[config.mk]
export PLATFORM = sky130hd
export DESIGN_NAME = trace_command_sequencer_flat
export DESIGN_NICKNAME = d
export VERILOG_FILES = /design/src/rtl/trace_command_sequencer_if.sv /design/src/rtl/trace_command_sequencer.sv /design/src/flat_wrapper.sv
export SDC_FILE = /design/constraint.sdc
export NUM_CORES = 1
export LEC_CHECK = 0
export CAP_MARGIN = 20
export CORE_MARGIN = 3
export CORE_UTILIZATION = 50
export DETAILED_ROUTE_END_ITERATION = 8
export PLACE_DENSITY = 0.79
export SETUP_SLACK_MARGIN = 0.02
export SLEW_MARGIN = 0
export SYNTH_ARGS = -nofsm -noshare
export SYNTH_HDL_FRONTEND = slang
export SYNTH_SLANG_ARGS = --single-unit
[constraint.sdc]
create_clock -name clock -period 5.2 [get_ports clock]
set_clock_uncertainty 0.1 [all_clocks]
set_input_delay 1.04 -clock clock [delete_from_list [all_inputs] [get_ports clock]]
set_output_delay 1.04 -clock clock [all_outputs]
set_load 0.01 [all_outputs]
[src/rtl/trace_command_sequencer_if.sv]
// Bundle between the trace record source, the sequencer and the L2 model:
// record input, L1/snoop/control dispatch channels and status/statistics.
interface trace_command_sequencer_if #(
  parameter int ADDR_W = 32,
  parameter int CMD_W  = 4,
  parameter int CNT_W  = 32
);
  logic              in_valid;
  logic              in_ready;
  logic [CMD_W-1:0]  in_command;
  logic [ADDR_W-1:0] in_address;
  logic              in_last;

  logic              l1_valid;
  logic              l1_ready;
  logic [1:0]        l1_op;
  logic [ADDR_W-1:0] l1_address;

  logic              snp_valid;
  logic              snp_ready;
  logic [1:0]        snp_op;
  logic [ADDR_W-1:0] snp_address;

  logic              ctl_valid;
  logic              ctl_ready;
  logic [1:0]        ctl_op;

  logic              err_unknown;
  logic              done;
  logic [CNT_W-1:0]  cnt_l1;
  logic [CNT_W-1:0]  cnt_snoop;
  logic [CNT_W-1:0]  cnt_ctl;
  logic [CNT_W-1:0]  cnt_bad;

  modport master (
    input  in_valid, in_command, in_address, in_last, l1_ready, snp_ready, ctl_ready,
    output in_ready, l1_valid, l1_op, l1_address, snp_valid, snp_op, snp_address,
           ctl_valid, ctl_op, err_unknown, done, cnt_l1, cnt_snoop, cnt_ctl, cnt_bad
  );

  modport slave (
    output in_valid, in_command, in_address, in_last, l1_ready, snp_ready, ctl_ready,
    input  in_ready, l1_valid, l1_op, l1_address, snp_valid, snp_op, snp_address,
           ctl_valid, ctl_op, err_unknown, done, cnt_l1, cnt_snoop, cnt_ctl, cnt_bad
  );
endinterface

[src/rtl/trace_command_sequencer.sv]
// Buffers trace records in a FIFO and dispatches them in order onto the L1, snoop
// or control channel through a single registered output slot; ends with a STATS op.
module trace_command_sequencer #(
  parameter int ADDR_W     = 32,
  parameter int CMD_W      = 4,
  parameter int FIFO_DEPTH = 4,
  parameter int CNT_W      = 32
) (
  input logic                       clock,
  input logic                       reset,
  trace_command_sequencer_if.master bus
);
  localparam int         PTR_W     = (FIFO_DEPTH > 1) ? $clog2(FIFO_DEPTH) : 1;
  localparam int         OCC_W     = $clog2(FIFO_DEPTH + 1);
  localparam logic [1:0] CTL_STATS = 2'b10;

  typedef enum logic [1:0] {RUN, FINAL, DONE} state_t;
  typedef enum logic [1:0] {CH_L1, CH_SNP, CH_CTL, CH_BAD} chan_t;
  typedef struct packed {
    chan_t      ch;
    logic [1:0] op;
  } dec_t;

  function automatic dec_t decode(input logic [CMD_W-1:0] cmd);
    dec_t d;
    d.ch = CH_BAD;
    d.op = 2'b00;
    if (cmd < CMD_W'(3)) begin
      d.ch = CH_L1;
      d.op = 2'(cmd);
    end else if (cmd < CMD_W'(7)) begin
      d.ch = CH_SNP;
      d.op = 2'(cmd - CMD_W'(3));
    end else if (cmd == CMD_W'(8) || cmd == CMD_W'(9)) begin
      d.ch = CH_CTL;
      d.op = 2'(cmd - CMD_W'(8));
    end
    return d;
  endfunction

  function automatic logic [CNT_W-1:0] sat_inc(input logic [CNT_W-1:0] c);
    return (&c) ? c : c + CNT_W'(1);
  endfunction

  state_t            state;
  logic [CMD_W-1:0]  cmd_mem  [FIFO_DEPTH];
  logic [ADDR_W-1:0] addr_mem [FIFO_DEPTH];
  logic              last_mem [FIFO_DEPTH];
  logic [PTR_W-1:0]  wr_ptr, rd_ptr;
  logic [OCC_W-1:0]  count, count_nx;
  logic              l1_hs, snp_hs, ctl_hs, stats_hs;
  logic              slot_free, push, pop;
  dec_t              head_p0;

  always_comb begin
    l1_hs     = bus.l1_valid && bus.l1_ready;
    snp_hs    = bus.snp_valid && bus.snp_ready;
    ctl_hs    = bus.ctl_valid && bus.ctl_ready;
    stats_hs  = ctl_hs && (bus.ctl_op == CTL_STATS);
    slot_free = !(bus.l1_valid || bus.snp_valid || bus.ctl_valid) || l1_hs || snp_hs || ctl_hs;
    push      = bus.in_valid && bus.in_ready;
    pop       = (state == RUN) && slot_free && (count != '0);
    head_p0   = decode(cmd_mem[rd_ptr]);
    count_nx  = count + OCC_W'(push) - OCC_W'(pop);
  end

  // p0: record storage
  always_ff @(posedge clock) begin
    if (push) begin
      cmd_mem[wr_ptr]  <= bus.in_command;
      addr_mem[wr_ptr] <= bus.in_address;
      last_mem[wr_ptr] <= bus.in_last;
    end
  end

  // p1: output slot, sequencing FSM and statistics
  always_ff @(posedge clock) begin
    if (reset) begin
      state           <= RUN;
      wr_ptr          <= '0;
      rd_ptr          <= '0;
      count           <= '0;
      bus.in_ready    <= 1'b1;
      bus.l1_valid    <= 1'b0;
      bus.l1_op       <= '0;
      bus.l1_address  <= '0;
      bus.snp_valid   <= 1'b0;
      bus.snp_op      <= '0;
      bus.snp_address <= '0;
      bus.ctl_valid   <= 1'b0;
      bus.ctl_op      <= '0;
      bus.err_unknown <= 1'b0;
      bus.done        <= 1'b0;
      bus.cnt_l1      <= '0;
      bus.cnt_snoop   <= '0;
      bus.cnt_ctl     <= '0;
      bus.cnt_bad     <= '0;
    end else begin
      bus.err_unknown <= 1'b0;
      if (push) wr_ptr <= wr_ptr + PTR_W'(1);
      if (pop)  rd_ptr <= rd_ptr + PTR_W'(1);
      count        <= count_nx;
      // in_ready is precomputed from next occupancy so no ready input reaches it combinationally
      bus.in_ready <= (count_nx != OCC_W'(FIFO_DEPTH)) && !stats_hs && (state != DONE);

      if (l1_hs) begin
        bus.l1_valid <= 1'b0;
        bus.cnt_l1   <= sat_inc(bus.cnt_l1);
      end
      if (snp_hs) begin
        bus.snp_valid <= 1'b0;
        bus.cnt_snoop <= sat_inc(bus.cnt_snoop);
      end
      if (ctl_hs) begin
        bus.ctl_valid <= 1'b0;
        if (!stats_hs) bus.cnt_ctl <= sat_inc(bus.cnt_ctl);
      end

      case (state)
        RUN: begin
          if (pop) begin
            case (head_p0.ch)
              CH_L1: begin
                bus.l1_valid   <= 1'b1;
                bus.l1_op      <= head_p0.op;
                bus.l1_address <= addr_mem[rd_ptr];
              end
              CH_SNP: begin
                bus.snp_valid   <= 1'b1;
                bus.snp_op      <= head_p0.op;
                bus.snp_address <= addr_mem[rd_ptr];
              end
              CH_CTL: begin
                bus.ctl_valid <= 1'b1;
                bus.ctl_op    <= head_p0.op;
              end
              default: begin
                bus.err_unknown <= 1'b1;
                bus.cnt_bad     <= sat_inc(bus.cnt_bad);
              end
            endcase
            if (last_mem[rd_ptr]) state <= FINAL;
          end
        end
        FINAL: begin
          // The slot frees only once the last record has completed, so STATS trails it
          if (stats_hs) begin
            state    <= DONE;
            bus.done <= 1'b1;
          end else if (slot_free) begin
            bus.ctl_valid <= 1'b1;
            bus.ctl_op    <= CTL_STATS;
          end
        end
        default: ;
      endcase
    end
  end
endmodule

[src/flat_wrapper.sv]
// flat-port wrapper written by rule: the top's interface ports become plain ports
module trace_command_sequencer_flat 
#(
  parameter int ADDR_W     = 32,
  parameter int CMD_W      = 4,
  parameter int FIFO_DEPTH = 4,
  parameter int CNT_W      = 32
)
  (clock, reset, bus_in_valid, bus_in_command, bus_in_address, bus_in_last, bus_l1_ready, bus_snp_ready, bus_ctl_ready, bus_in_ready, bus_l1_valid, bus_l1_op, bus_l1_address, bus_snp_valid, bus_snp_op, bus_snp_address, bus_ctl_valid, bus_ctl_op, bus_err_unknown, bus_done, bus_cnt_l1, bus_cnt_snoop, bus_cnt_ctl, bus_cnt_bad);
  trace_command_sequencer_if #(.ADDR_W(ADDR_W), .CMD_W(CMD_W), .CNT_W(CNT_W)) bus_i ();
  input logic clock;
  input logic reset;
  input wire logic [$bits(bus_i.in_valid)-1:0] bus_in_valid;
  input wire logic [$bits(bus_i.in_command)-1:0] bus_in_command;
  input wire logic [$bits(bus_i.in_address)-1:0] bus_in_address;
  input wire logic [$bits(bus_i.in_last)-1:0] bus_in_last;
  input wire logic [$bits(bus_i.l1_ready)-1:0] bus_l1_ready;
  input wire logic [$bits(bus_i.snp_ready)-1:0] bus_snp_ready;
  input wire logic [$bits(bus_i.ctl_ready)-1:0] bus_ctl_ready;
  output wire logic [$bits(bus_i.in_ready)-1:0] bus_in_ready;
  output wire logic [$bits(bus_i.l1_valid)-1:0] bus_l1_valid;
  output wire logic [$bits(bus_i.l1_op)-1:0] bus_l1_op;
  output wire logic [$bits(bus_i.l1_address)-1:0] bus_l1_address;
  output wire logic [$bits(bus_i.snp_valid)-1:0] bus_snp_valid;
  output wire logic [$bits(bus_i.snp_op)-1:0] bus_snp_op;
  output wire logic [$bits(bus_i.snp_address)-1:0] bus_snp_address;
  output wire logic [$bits(bus_i.ctl_valid)-1:0] bus_ctl_valid;
  output wire logic [$bits(bus_i.ctl_op)-1:0] bus_ctl_op;
  output wire logic [$bits(bus_i.err_unknown)-1:0] bus_err_unknown;
  output wire logic [$bits(bus_i.done)-1:0] bus_done;
  output wire logic [$bits(bus_i.cnt_l1)-1:0] bus_cnt_l1;
  output wire logic [$bits(bus_i.cnt_snoop)-1:0] bus_cnt_snoop;
  output wire logic [$bits(bus_i.cnt_ctl)-1:0] bus_cnt_ctl;
  output wire logic [$bits(bus_i.cnt_bad)-1:0] bus_cnt_bad;
  assign bus_i.in_valid = bus_in_valid;
  assign bus_i.in_command = bus_in_command;
  assign bus_i.in_address = bus_in_address;
  assign bus_i.in_last = bus_in_last;
  assign bus_i.l1_ready = bus_l1_ready;
  assign bus_i.snp_ready = bus_snp_ready;
  assign bus_i.ctl_ready = bus_ctl_ready;
  assign bus_in_ready = bus_i.in_ready;
  assign bus_l1_valid = bus_i.l1_valid;
  assign bus_l1_op = bus_i.l1_op;
  assign bus_l1_address = bus_i.l1_address;
  assign bus_snp_valid = bus_i.snp_valid;
  assign bus_snp_op = bus_i.snp_op;
  assign bus_snp_address = bus_i.snp_address;
  assign bus_ctl_valid = bus_i.ctl_valid;
  assign bus_ctl_op = bus_i.ctl_op;
  assign bus_err_unknown = bus_i.err_unknown;
  assign bus_done = bus_i.done;
  assign bus_cnt_l1 = bus_i.cnt_l1;
  assign bus_cnt_snoop = bus_i.cnt_snoop;
  assign bus_cnt_ctl = bus_i.cnt_ctl;
  assign bus_cnt_bad = bus_i.cnt_bad;
  trace_command_sequencer #(.ADDR_W(ADDR_W), .CMD_W(CMD_W), .FIFO_DEPTH(FIFO_DEPTH), .CNT_W(CNT_W)) u_core (.clock(clock), .reset(reset), .bus(bus_i));
endmodule
### Word level (Yosys, flattened, before mapping)

Memory sizes are Yosys's and may differ from the RTL's. A register that Yosys moved wholly into a read port is not among the register bits.
Index checks and enable logic that the tools add are counted.

| storage, ports and cells | value |
|---|---|
| bits in registers | 213 |
| word-level logic and storage cells | 127 |
| output and inout port bits | 204 |
| memories | 3 |
| memory bits (writable) | 148 |

| cells by class | value |
|---|---|
| equality and inequality tests | 14 |
| $lt $le $gt $ge | 2 |
| mux-type cells | 35 |
| reduce and logical (&&, ||, !) cells | 36 |
| bitwise operators | 8 |
| add/sub/neg operators | 10 |

Memory list:

| memory | depth | bits a word | read ports | clocked after memory_dff | wr ports | line | RTL |
|---|---|---|---|---|---|---|---|
| u_core.addr_mem | 4 | 32 | 1 | 1 | 1 | trace_command_sequencer.sv:47 | `logic [ADDR_W-1:0] addr_mem [FIFO_DEPTH];` |
| u_core.cmd_mem | 4 | 4 | 1 | 1 | 1 | trace_command_sequencer.sv:46 | `logic [CMD_W-1:0] cmd_mem [FIFO_DEPTH];` |
| u_core.last_mem | 4 | 1 | 1 | 1 | 1 | trace_command_sequencer.sv:48 | `logic last_mem [FIFO_DEPTH];` |

Operators with widths:

| operator | number |
|---|---|
| $add A32 B1 Y32 const B | 4 |
| $reduce_and A32 Y1 | 4 |
| $mux W2 | 13 |
| $mux W1 | 16 |
| $logic_and A1 B1 Y1 | 9 |
| $reduce_and A3 Y1 | 3 |
| $eq A4 B4 Y1 const B | 2 |
| $mux W4 | 2 |
| $ne A2 B2 Y1 const B | 4 |
| $not A1 Y1 | 8 |
| $pmux W2 S2 | 2 |
| $reduce_and A4 Y1 | 2 |
| $logic_or A1 B1 Y1 | 6 |
| $ne A2 B1 Y1 const B | 3 |
| $reduce_and A2 Y1 | 3 |
| $reduce_or A3 Y1 | 2 |
| $reduce_and A5 Y1 | 1 |
| $add A2 B1 Y2 const B | 2 |
| $eq A2 B1 Y1 const B | 2 |
| $eq A2 B2 Y1 const B | 2 |
| $logic_not A2 Y1 | 2 |
| $lt A4 B2 Y1 const B | 1 |
| $lt A4 B3 Y1 const B | 1 |
| $add A3 B1 Y3 | 1 |
| 9 further kinds | 10 |

### Depth between registers and ports, before layout

Gate-level depths: netlist (run 1).

| logic depth | value |
|---|---|
| depth after elaboration | 12 |
| mapped depth | 12 |
| gate-level depth less buffers | 9 |

### Worst setup path after synthesis (run 1)

No wires, ideal clock.

| timing | value |
|---|---|
| path kind | input to register |
| start | input bus_l1_ready |
| end | register u_core.bus.cnt_bad[13] in the netlist's numbering |
| data required time | 4,977 ps |
| data arrival time | 2,949 ps |
| path buffers | 2 |
| slack | 2,028 ps |
| stages | 7 |
| cell sequence | a222oi_1 > a211o_1 > or4_4 > buf_6 > buf_2 > nor4_1 > mux2_1 |

| on the way | value |
|---|---|
| word-level cells in the longest chain between the ends | 7 |

Ends and longest elaborated chain:

| element | line | RTL |
|---|---|---|
| start: declaration | flat_wrapper.sv:17 | `input wire logic [$bits(bus_i.l1_ready)-1:0] bus_l1_ready;` |
| $logic_and A1 B1 Y1 | trace_command_sequencer.sv:56 | `l1_hs = bus.l1_valid && bus.l1_ready;` |
| $logic_or A1 B1 Y1 (3 in a row) | trace_command_sequencer.sv:60 | `slot_free = !(bus.l1_valid \|\| bus.snp_valid \|\| bus.ctl_valid) \|\| l1_hs \|\| snp_hs \|\| ctl_hs;` |
| $logic_and A1 B1 Y1 (2 in a row) | trace_command_sequencer.sv:62 | `pop = (state == RUN) && slot_free && (count != '0);` |
| $reduce_and A4 Y1 (no source line) | -- |  |
| end signal: assignment | trace_command_sequencer.sv:139 | `bus.cnt_bad <= sat_inc(bus.cnt_bad);` |
| end: declaration | trace_command_sequencer_if.sv:38 | `ctl_valid, ctl_op, err_unknown, done, cnt_l1, cnt_snoop, cnt_ctl, cnt_bad` |

Every way passes these cells.
A chain may end at the register's enable or synchronous reset.

==> key figures, run 1 <==
Outcome
  – Status: finished, final reports clean

Routing
  – Post-route DRC: 0
  – Via density: 5.965
  – 1st-pass router iterations: 5
  – Total number of vias: 11920
  – Routed Antenna Nets: 0
  – Total detailed-routing wirelength: 36860 µm
  – WL/cell: 18.45 µm
  – DR iter-0 viols: 904

Worst setup path
  – CP Class: reg -> reg
  – Setup crit end kind: flip-flop
  – Required time of the critical path: 5.49 ns
  – Reg2reg setup slack: 1.81 ns
  – Worst Path Arrival: 3.68 ns
  – Worst reg2reg path depth: 8
  – Worst setup SP type: flip-flop
  – CP max FO: 35
  – Reg2reg end: u_core.bus.snp_address[21]

Power and ir drop
  – Power per cell area: 422.7 nW/µm²
  – Final Total Pwr: 8.204 mW
  – Largest vdd supply drop: 0.3616 mV
  – Leakage power: 6.342 nW

Placed design
  – Pre-CTS setup slack: 1.287 ns
  – Placer Congestion: 0.8369
  – Placed insts: 1924
  – Dpl hpwl: 24020 µm
  – # port buffers: 246

Hold path
  – HP Start: u_core.bus.done
  – HP Class: reg -> reg
  – Hold endpoint: u_core.bus.done
  – Hold Crit Depth: 2

STA
  – Period utilization: 65.16%
  – Slew Limit Headroom: 31.01%
  – Final setup viols: 0
  – Peak Freq: 0.2951 GHz
  – Worst setup margin: 1.812 ns
  – Sum Neg Setup Slack: 0 ns
  – Fin. max-slew vios: 0
  – Hold Vio Cnt, Final: 0
  – RSZ-0062 raised after global routing: no
  – Crit path time final: 3.388 ns
  – Worst-Margin Slew: 1.025 ns

Synth
  – Yosys Warn Count: 0
  – Synth Instances: 1352
  – Ys flop type: dfxtp_1
  – Synth cell types: 57
  – Avg Inst Size Synth: 11.27 µm²
  – Sequential-to-total area share from yosys stat: 57.42%
  – Synthesized cell area: 15240 µm²
  – #FFs+latches synth: 363
  – Post-synth net total: 1408
  – Post-synth EDFFs: 148
  – Async S/R FF share, synth: 0%

CTS
  – Clk sinks: 363
  – Max Buffers Root-to-Sink: 3
  – Clk slew on worst S/H paths: 0.06 ns
  – Setup Buffers After CTS: 0
  – CTS tree: done
  – Clock Root Buffer: clkbuf_16
  – CTS Buf Count: 39
  – Hold-fix buffers, CTS: 0
  – Total number of H-tree levels: 2
  – Clk_lat worst skew: 0.54 ns
  – Post-cts resize count: 0

Layout
  – Post-layout util: 64.97%
  – Non-Filler Instances: 1998
  – Ant diodes: 0
  – Fillers: 2257
  – Nets: 1633
  – Commonest cells after routing, fill and taps aside: clkdlybuf4s50_1, dfxtp_1, edfxtp_1
  – Layout cells sized above 1: 9.142%
  – Commonest non-fill, non-tap cell in the layout: clkdlybuf4s50_1
  – Layout area overhead: 27.39%

GRT
  – First-pass GRT wire length: 59020 µm
  – Initial antenna violation count: 3
  – Grt total ovfl: 0
  – Largest net degree at the start of global routing: 104
  – Total GRT Usage: 21.70%
  – Vias in the first global route: 11300

Floorplan
  – CORE AREA: 29870 µm²
  – Total Die Area: 32600 µm²
  – Die X: 180.6 µm
  – Die height: 180.6 µm
  – Initial core utilization: 51.00%
  – # rows: 63
  – Top-Level Pins: 247

Flow run
  – Max-Cap Viols: 0
## worst max path at each step
stage,end,cells past startpoint,slack (ns)
2_1_floorplan,u_core.bus.cnt_bad[13],7,2.03
3_3_place_gp,u_core.bus.cnt_bad[27],6,1.34
3_5_place_dp,u_core.bus.cnt_bad[13],6,1.29
4_1_cts,u_core.bus.snp_address[21],8,1.72
5_1_grt,u_core.bus.cnt_bad[13],9,1.49
6_report,u_core.bus.snp_address[21],8,1.81
## synth_stat cells, drive strengths merged (3+ instances only)
master	instances	share of area, %
clkbuf	59	1.5
a21oi	109	3.6
nor2	130	3.2
o311ai	4	0.23
or2	5	0.21
xnor2	6	0.34
nand4	44	1.8
xor2	3	0.17
nand2b	3	0.12
mux4	37	5.5
mux2i	70	4.6
nor4	24	1.0
ha	12	0.99
or4	55	2.7
nor3b	3	0.15
and4	8	0.46
o21ai	58	1.9
o31ai	50	2.5
or3	58	2.4
mux2	18	1.3
and3	15	0.62
a211oi	4	0.20
edfxtp	148	29
and2	3	0.12
nor3	19	0.62
nor2b	20	0.82
inv	20	0.49
o41ai	3	0.17
buf	17	0.60
dfxtp	215	28
nand2	69	1.7
nand3	46	1.5
## per-stage QoR
step	instance area (µm²)	hold WS, ns
after global placement	18010	0.3726
final	19410	0.3791
after floorplan	15240	0.3692
after detailed placement	18010	0.3698
after CTS	19370	0.3884
after global routing	19410	0.4166
## logic make-up (layout without fill, tap and decap cells)
kind of cell / count (synthesis) / count (layout) / share of synthesized area [%]
simple gates: 509 / 509 / 17.94
flops: 363 / 363 / 57.42
compound gates: 237 / 237 / 9.058
mux: 125 / 125 / 11.40
buf+inv: 96 / 352 / 2.554
fa+ha+maj: 13 / 13 / 1.117
xor+xnor: 9 / 9 / 0.5174
## state kept, by name, summed over array words and instances, names as in the netlist, 3 cells and up, named ones only
| signal | flops |
|---|---|
| u_core.bus.cnt_ctl | 32 |
| u_core.bus.l1_address | 32 |
| u_core.bus.cnt_snoop | 32 |
| u_core.addr_mem | 128 |
| u_core.bus.snp_address | 32 |
| u_core.cmd_mem | 16 |
| u_core.bus.cnt_l1 | 32 |
| u_core.last_mem | 4 |
| u_core.count | 3 |
| u_core.bus.cnt_bad | 32 |
## critical path, stage by stage, from the launching register on
cell and delay (ns):
dfxtp_2 0.36, buf_4 0.43, mux4_2 0.62, ha_1 0.26
xnor2_1 0.16, nor4_2 0.31, buf_4 0.62, mux2i_1 0.28
nor2_1 0.05
## area by class of cell
type,instances,area (µm²),share of cell area (%)
Clock buffer,46,1022,5.267
Sequential cell,363,8751,45.09
Tap cell,390,488.0,2.514
Inverter,20,75.07,0.3868
Clock inverter,26,344.1,1.773
Multi-Input combinational cell,893,6127,31.57
Timing Repair Buffer,260,2601,13.40
## where the power goes
part | switching, mW | internal (mW) | leakage, nW | total [mW]
clock network | 1.17 | 1.73 | 0.641 | 2.90
registers | 0.174 | 3.25 | 3.10 | 3.42
logic | 0.984 | 0.893 | 2.61 | 1.88
total | 2.33 | 5.87 | 6.34 | 8.20
## routing by layer
| layer | share of wire (%) | vias up | track usage, % |
|---|---|---|---|
| li1 | - | 5612 | - |
| met1 | 41 | 5759 | 28.57 |
| met2 | 47 | 465 | 35.67 |
| met3 | 8.6 | 77 | 5.773 |
| met4 | 2.4 | 6 | 6.141 |
| met5 | 0.13 | - | 0 |
Power figures use the tool's default switching activity.
==> run 2, diff against run 1 <==
Settings changed: CORE_UTILIZATION 50 to 48, PLACE_DENSITY 0.79 to 0.8.
Clock period 5.2 ns to 3 ns, I/O delays scaled along.
==> key figures, run 2 (synthesized netlist as in run 1, its figures left out) <==
CTS
  – CTS Buf Count: 39 (unchanged)
  – Clk_lat worst skew: 0.52 ns (-0.02 ns)
  – Clk sinks: 363 (unchanged)
  – Clk slew on worst S/H paths: 0.06 ns (about the same)
  – Hold-fix buffers, CTS: 0 (unchanged)
  – Total number of H-tree levels: 2 (unchanged)
  – CTS tree: done
  – Max Buffers Root-to-Sink: 3 (unchanged)
  – Clock Root Buffer: clkbuf_16

Power and ir drop
  – Leakage power: 6.572 nW (+3.6%)
  – Largest vdd supply drop: 0.5444 mV (+51%)
  – Sw Ratio: 28.42% (+0.030 points)
  – Power per cell area: 714.9 nW/µm² (+69%)
  – NetSw: 4.028 mW (+73%)
  – Cell Int Power: 10.15 mW (+73%)
  – Combinational power share: 26.4% (+3.5 points)
  – Sequential share of power: 41.6% (about the same)
  – Clock power share: 32.0% (-3.4 points)

Routing
  – Routed Antenna Nets: 0 (unchanged)
  – Post-route DRC: 0 (unchanged)
  – DR iter-0 viols: 937 (+3.7%)
  – Routed met2 length: 17920 µm (+2.5%)
  – Met1 WL: 15920 µm (+4.2%)
  – Metal3 WL: 3255 µm (+3.1%)
  – WL/cell: 18.41 µm (-0.21%)
  – Via density: 5.881 (-1.4%)
  – 1st-pass router iterations: 5 (unchanged)
  – Total number of vias: 12040 (+1.0%)
  – Total detailed-routing wirelength: 37700 µm (+2.3%)
  – Top sig layer: met5

GRT
  – Total GRT Usage: 21.40% (-0.29 points)
  – First-pass GRT wire length: 59520 µm (+0.84%)
  – Largest net degree at the start of global routing: 57 (-45%)
  – Initial antenna violation count: 3 (unchanged)
  – Vias in the first global route: 11370 (+0.54%)
  – Grt total ovfl: 0 (unchanged)

Layout
  – Commonest cells after routing, fill and taps aside: clkdlybuf4s50_1, dfxtp_1, edfxtp_1
  – Layout area overhead: 30.13%
  – Max FFs per register: 128 (unchanged)
  – Fillers: 2377 (+5.3%)
  – Biggest register: u_core.addr_mem
  – Layout cells sized above 1: 11.38% (+2.2 points)
  – Commonest non-fill, non-tap cell in the layout: clkdlybuf4s50_1
  – Post-layout util: 64.14% (-0.82 points)
  – Ant diodes: 0 (unchanged)
  – Nets: 1679 (+2.8%)

Worst setup path
  – Reg2reg setup slack: 0.14 ns (-1.67 ns)
  – CP max FO: 27 (-23%)
  – Required time of the critical path: 3.33 ns (-2.16 ns)
  – Worst Path Arrival: 3.19 ns (-0.49 ns)
  – CP Class: reg -> reg
  – Setup crit end kind: flip-flop
  – Worst setup SP type: flip-flop

Placed design
  – Pre-CTS setup slack: -0.3052 ns (-1.592 ns)
  – Placer Congestion: 0.8522 (+1.8%)
  – # port buffers: 246 (unchanged)
  – Dpl hpwl: 25560 µm (+6.4%)

Floorplan
  – Die height: 184.2 µm (+2.0%)
  – Top-Level Pins: 247 (unchanged)
  – CORE AREA: 30910 µm² (+3.5%)
  – Die X: 184.2 µm (+2.0%)
  – Initial core utilization: 49.29% (-1.7 points)
  – # rows: 64 (+1.6%)
  – Total Die Area: 33910 µm² (+4.0%)

STA
  – Crit path time final: 2.855 ns (-0.5331 ns)
  – Fin. max-slew vios: 0 (unchanged)
  – RSZ-0062 raised after global routing: no
  – Peak Freq: 0.3503 GHz (+19%)
  – Hold Vio Cnt, Final: 0 (unchanged)
  – Worst-Margin Slew: 0.6802 ns (-0.3452 ns)
  – Worst setup margin: 0.1449 ns (-1.667 ns)
  – Slew Limit Headroom: 54.18% (+23 points)
  – Period utilization: 95.17% (+30 points)
  – Final setup viols: 0 (unchanged)

Outcome
  – Status: finished, final reports clean

Hold path
  – HP Class: reg -> reg

Flow run
  – Max-Cap Viols: 0 (unchanged)
run 2: changes by cell type in the layout (fill, tap and decap cells not counted), sizes merged:
cell,previous run,this run
buf,14,60
bufinv,6,1
clkbuf,47,57
clkinv,9,10
clkinvlp,9,1
run 2: stage by stage:
stage          instances  instance area (µm²)  TNS (ns)  power, mW  hold WS [ns]
6_report            2048                19830         0      14.17        0.3871
2_1_floorplan       1352                15240         0      8.114        0.3692
5_1_grt             2048                19830         0      14.87        0.3884
3_5_place_dp        1975                18480    -8.373      9.612        0.3694
4_1_cts             2045                19700         0      14.19        0.3585
3_3_place_gp        1975                18480    -5.372      9.513        0.3557
run 2: what timing repair did:
action,in CTS,in global routing
endpoints found under the setup margin,1,24
setup buffers,0,2
cloned,0,1
pin swaps,0,1
gates resized for setup,1,13
run 2: layer usage:
| metal | global-route usage [%] | vias to the layer above |
|---|---|---|
| li1 | - | 5718 |
| met1 | 28.91 | 5811 |
| met2 | 35.34 | 453 |
| met3 | 5.644 | 56 |
| met4 | 4.143 | 6 |
| met5 | 0 | - |
run 2: area by class of cell:
type                    instances  area (µm²)  share of cell area [%]
clock inverters                14       110.1                  0.5553
flip-flops and latches        363        8751                   44.14
inverters                      20       75.07                  0.3786
clock buffers                  56        1102                   5.560
repair buffers                306        3077                   15.52
well taps                     396       495.5                   2.499
multi-input cells             893        6216                   31.35
run 2: power by group through the flow:
stage / logic (mW) / clock network (mW) / registers (mW)
detailed placement: 3.61 / 0 / 6.00
global route: 4.06 / 4.86 / 5.95
global placement: 3.54 / 0 / 5.97
floorplan: 2.05 / 0 / 6.07
CTS: 3.65 / 4.64 / 5.90
finish: 3.74 / 4.53 / 5.90
run 2: final timing paths:
check | from | end | cells past startpoint
max | flip-flop | u_core.bus.cnt_bad[4] | 9
min | u_core.bus.done | u_core.bus.done | 2
max reg2reg | flip-flop | u_core.bus.cnt_bad[4] | 9
min reg2reg | u_core.bus.done | u_core.bus.done | 2
run 2: critical path, cell delays in order, from the launching register on:
cell       delay (ns)
dfxtp_2          0.38
mux4_2           0.55
ha_1             0.21
nor2_1           0.09
a21oi_1          0.08
or4_4            0.46
buf_4            0.18
clkbuf_16        0.18
or3_1            0.36
a21oi_1          0.18
==> run 3, diff against run 2 <==
Settings changed: CORE_UTILIZATION 48 to 50, PLACE_DENSITY 0.8 to 0.75.
Clock period 3 ns to 3.2 ns, I/O delays scaled along.
==> key figures, run 3 (synthesized netlist as in run 1, its figures left out) <==
GRT
  – Met3 Use GR: 5.390% (-0.25 points)
  – Largest net degree at the start of global routing: 61 (+7.0%)
  – Met2 usage: 37.70% (+2.4 points)
  – Initial antenna violation count: 0 (-3)
  – Total GRT Usage: 22.30% (+0.89 points)
  – GRT busiest layer: met2
  – Grt total ovfl: 0 (unchanged)
  – Vias in the first global route: 11560 (+1.7%)
  – First-pass GRT wire length: 60730 µm (+2.0%)
  – Met1 GRT Util: 29.12% (+0.21 points)

Floorplan
  – Die X: 180.6 µm (-2.0%)
  – Initial core utilization: 51.00% (+1.7 points)
  – Total Die Area: 32600 µm² (-3.9%)
  – Die height: 180.6 µm (-2.0%)
  – # rows: 63 (-1.6%)
  – CORE AREA: 29870 µm² (-3.3%)
  – Top-Level Pins: 247 (unchanged)

Power and ir drop
  – Clock power share: 34.0% (+2.0 points)
  – Largest vdd supply drop: 0.5421 mV (-0.42%)
  – Final Total Pwr: 13.38 mW (-5.6%)
  – Sequential share of power: 41.5% (about the same)
  – Power per cell area: 679.9 nW/µm² (-4.9%)
  – Cell Int Power: 9.606 mW (-5.3%)
  – NetSw: 3.773 mW (-6.3%)
  – Leakage power: 6.528 nW (-0.67%)
  – Combinational power share: 24.5% (-1.9 points)
  – Sw Ratio: 28.20% (-0.22 points)

Routing
  – 1st-pass router iterations: 5 (unchanged)
  – Post-route DRC: 0 (unchanged)
  – WL/cell: 18.50 µm (+0.50%)
  – Routed Antenna Nets: 0 (unchanged)
  – Via density: 5.928 (+0.81%)
  – DR iter-0 viols: 988 (+5.4%)
  – Total number of vias: 12020 (-0.22%)
  – Total detailed-routing wirelength: 37500 µm (-0.53%)

Worst setup path
  – Worst setup SP type: flip-flop
  – Required time of the critical path: 3.50 ns (+0.17 ns)
  – Slowest-stage cell, CP: mux4_2
  – Worst reg2reg path depth: 8 (-1)
  – Worst Path Arrival: 3.32 ns (+0.13 ns)
  – CP max FO: 54 (+100%)
  – Critical path's top delay family: simple AND/OR/NAND/NOR gates
  – CP Depth: 8 (-1)
  – CP Class: reg -> reg
  – Setup crit end kind: flip-flop
  – Worst-path cell chain: mux4_2, ha_1, nor2_1, a21oi_1, or4_4, buf_12, nor4_1, mux2_1
  – Buffers plus inverters on the worst setup path: 1 (-1)
  – Max stage delay on crit path: 0.54 ns (about the same)

CTS
  – Post-cts resize count: 0 (-1)
  – CTS Buf Count: 40 (+2.6%)
  – Max Buffers Root-to-Sink: 3 (unchanged)
  – Hold-fix buffers, CTS: 0 (unchanged)
  – CTS tree: done
  – Clk_lat worst skew: 0.53 ns (about the same)
  – Clk slew on worst S/H paths: 0.06 ns (about the same)
  – Clk sinks: 363 (unchanged)
  – Clock Root Buffer: clkbuf_16
  – Total number of H-tree levels: 2 (unchanged)
  – Setup Buffers After CTS: 0 (unchanged)

Layout
  – Layout area overhead: 29.15%
  – Ant diodes: 0 (unchanged)
  – Nets: 1662 (-1.0%)
  – Non-Filler Instances: 2027 (-1.0%)
  – Biggest register: u_core.addr_mem
  – Commonest non-fill, non-tap cell in the layout: clkdlybuf4s50_1
  – Commonest cells after routing, fill and taps aside: clkdlybuf4s50_1, dfxtp_1, edfxtp_1
  – Layout cells sized above 1: 10.38% (-1.0 points)
  – Max FFs per register: 128 (unchanged)
  – Post-layout util: 65.87% (+1.7 points)
  – Fillers: 2246 (-5.5%)
  – Design Area, Final: 19680 µm² (-0.75%)

STA
  – Period utilization: 94.32% (-0.85 points)
  – Crit path time final: 3.018 ns (+0.1633 ns)
  – Slew Limit Headroom: 49.72% (-4.5 points)
  – Hold Slack: 0.3843 ns (-0.002768 ns)
  – Peak Freq: 0.3313 GHz (-5.4%)
  – Final setup viols: 0 (unchanged)
  – Worst-Margin Slew: 0.7463 ns (+0.06616 ns)
  – RSZ-0062 raised after global routing: no
  – Hold Vio Cnt, Final: 0 (unchanged)
  – Fin. max-slew vios: 0 (unchanged)

Outcome
  – Status: finished, final reports clean

Placed design
  – Placed Area: 18360 µm² (-0.65%)
  – Placed insts: 1954 (-1.1%)
  – Placer Congestion: 0.8708 (+2.2%)
  – # port buffers: 246 (unchanged)
  – Dpl hpwl: 25180 µm (-1.5%)

Hold path
  – HP Class: reg -> reg
  – Hold Crit Depth: 2 (unchanged)

Flow run
  – Max-Cap Viols: 0 (unchanged)
## run 3: changes by cell type in the layout (fill, tap and decap cells not counted), sizes merged
cell	before	now
buf	60	43
clkbuf	57	53
clkinv	10	14
bufinv	1	3
## run 3: final timing paths
check / startpoint / to / slack (ns)
setup / recovery: flip-flop / u_core.bus.cnt_bad[11] / 0.18
setup reg to reg: flip-flop / u_core.bus.cnt_bad[11] / 0.18
hold / removal: u_core.bus.done / u_core.bus.done / 0.38
hold reg to reg: u_core.bus.done / u_core.bus.done / 0.38
## run 3: power groups by stage
stage	registers, mW	logic (mW)	clock network, mW
6_report	5.55	3.28	4.55
5_1_grt	5.60	3.55	4.83
4_1_cts	5.55	3.32	4.65
3_5_place_dp	5.63	3.29	0
3_3_place_gp	5.62	3.23	0
2_1_floorplan	5.69	1.92	0
## run 3: worst min-delay path: stages (launching register included)
cell and delay, ns:
dfxtp_1 0.33, a21oi_1 0.04, nor2_1 0.07
## run 3: through the flow
step / TNS (ns) / setup WS (ns)
global route: 0 / 0.09050
finish: 0 / 0.1817
floorplan: 0 / 0.2025
detailed placement: -3.470 / -0.2181
CTS: 0 / 0.1781
global placement: -2.046 / -0.1351
## run 3: metal layers
metal / up-vias / routed length, µm / part of all wire, %
li1: 5686 / - / -
met1: 5847 / 15790 / 42
met2: 421 / 18030 / 48
met3: 63 / 2898 / 7.7
met4: 0 / 781 / 2.1
met5: - / 0 / 0
## run 3: cell type report
type | instances | area (µm²) | area share, %
sequential | 363 | 8751 | 44.47
multi-input combinational | 893 | 6127 | 31.14
timing repair buffer | 288 | 2917 | 14.82
clock buffer | 53 | 1120 | 5.691
tap | 390 | 488.0 | 2.480
clock inverter | 20 | 200.2 | 1.017
inverter | 20 | 75.07 | 0.3815
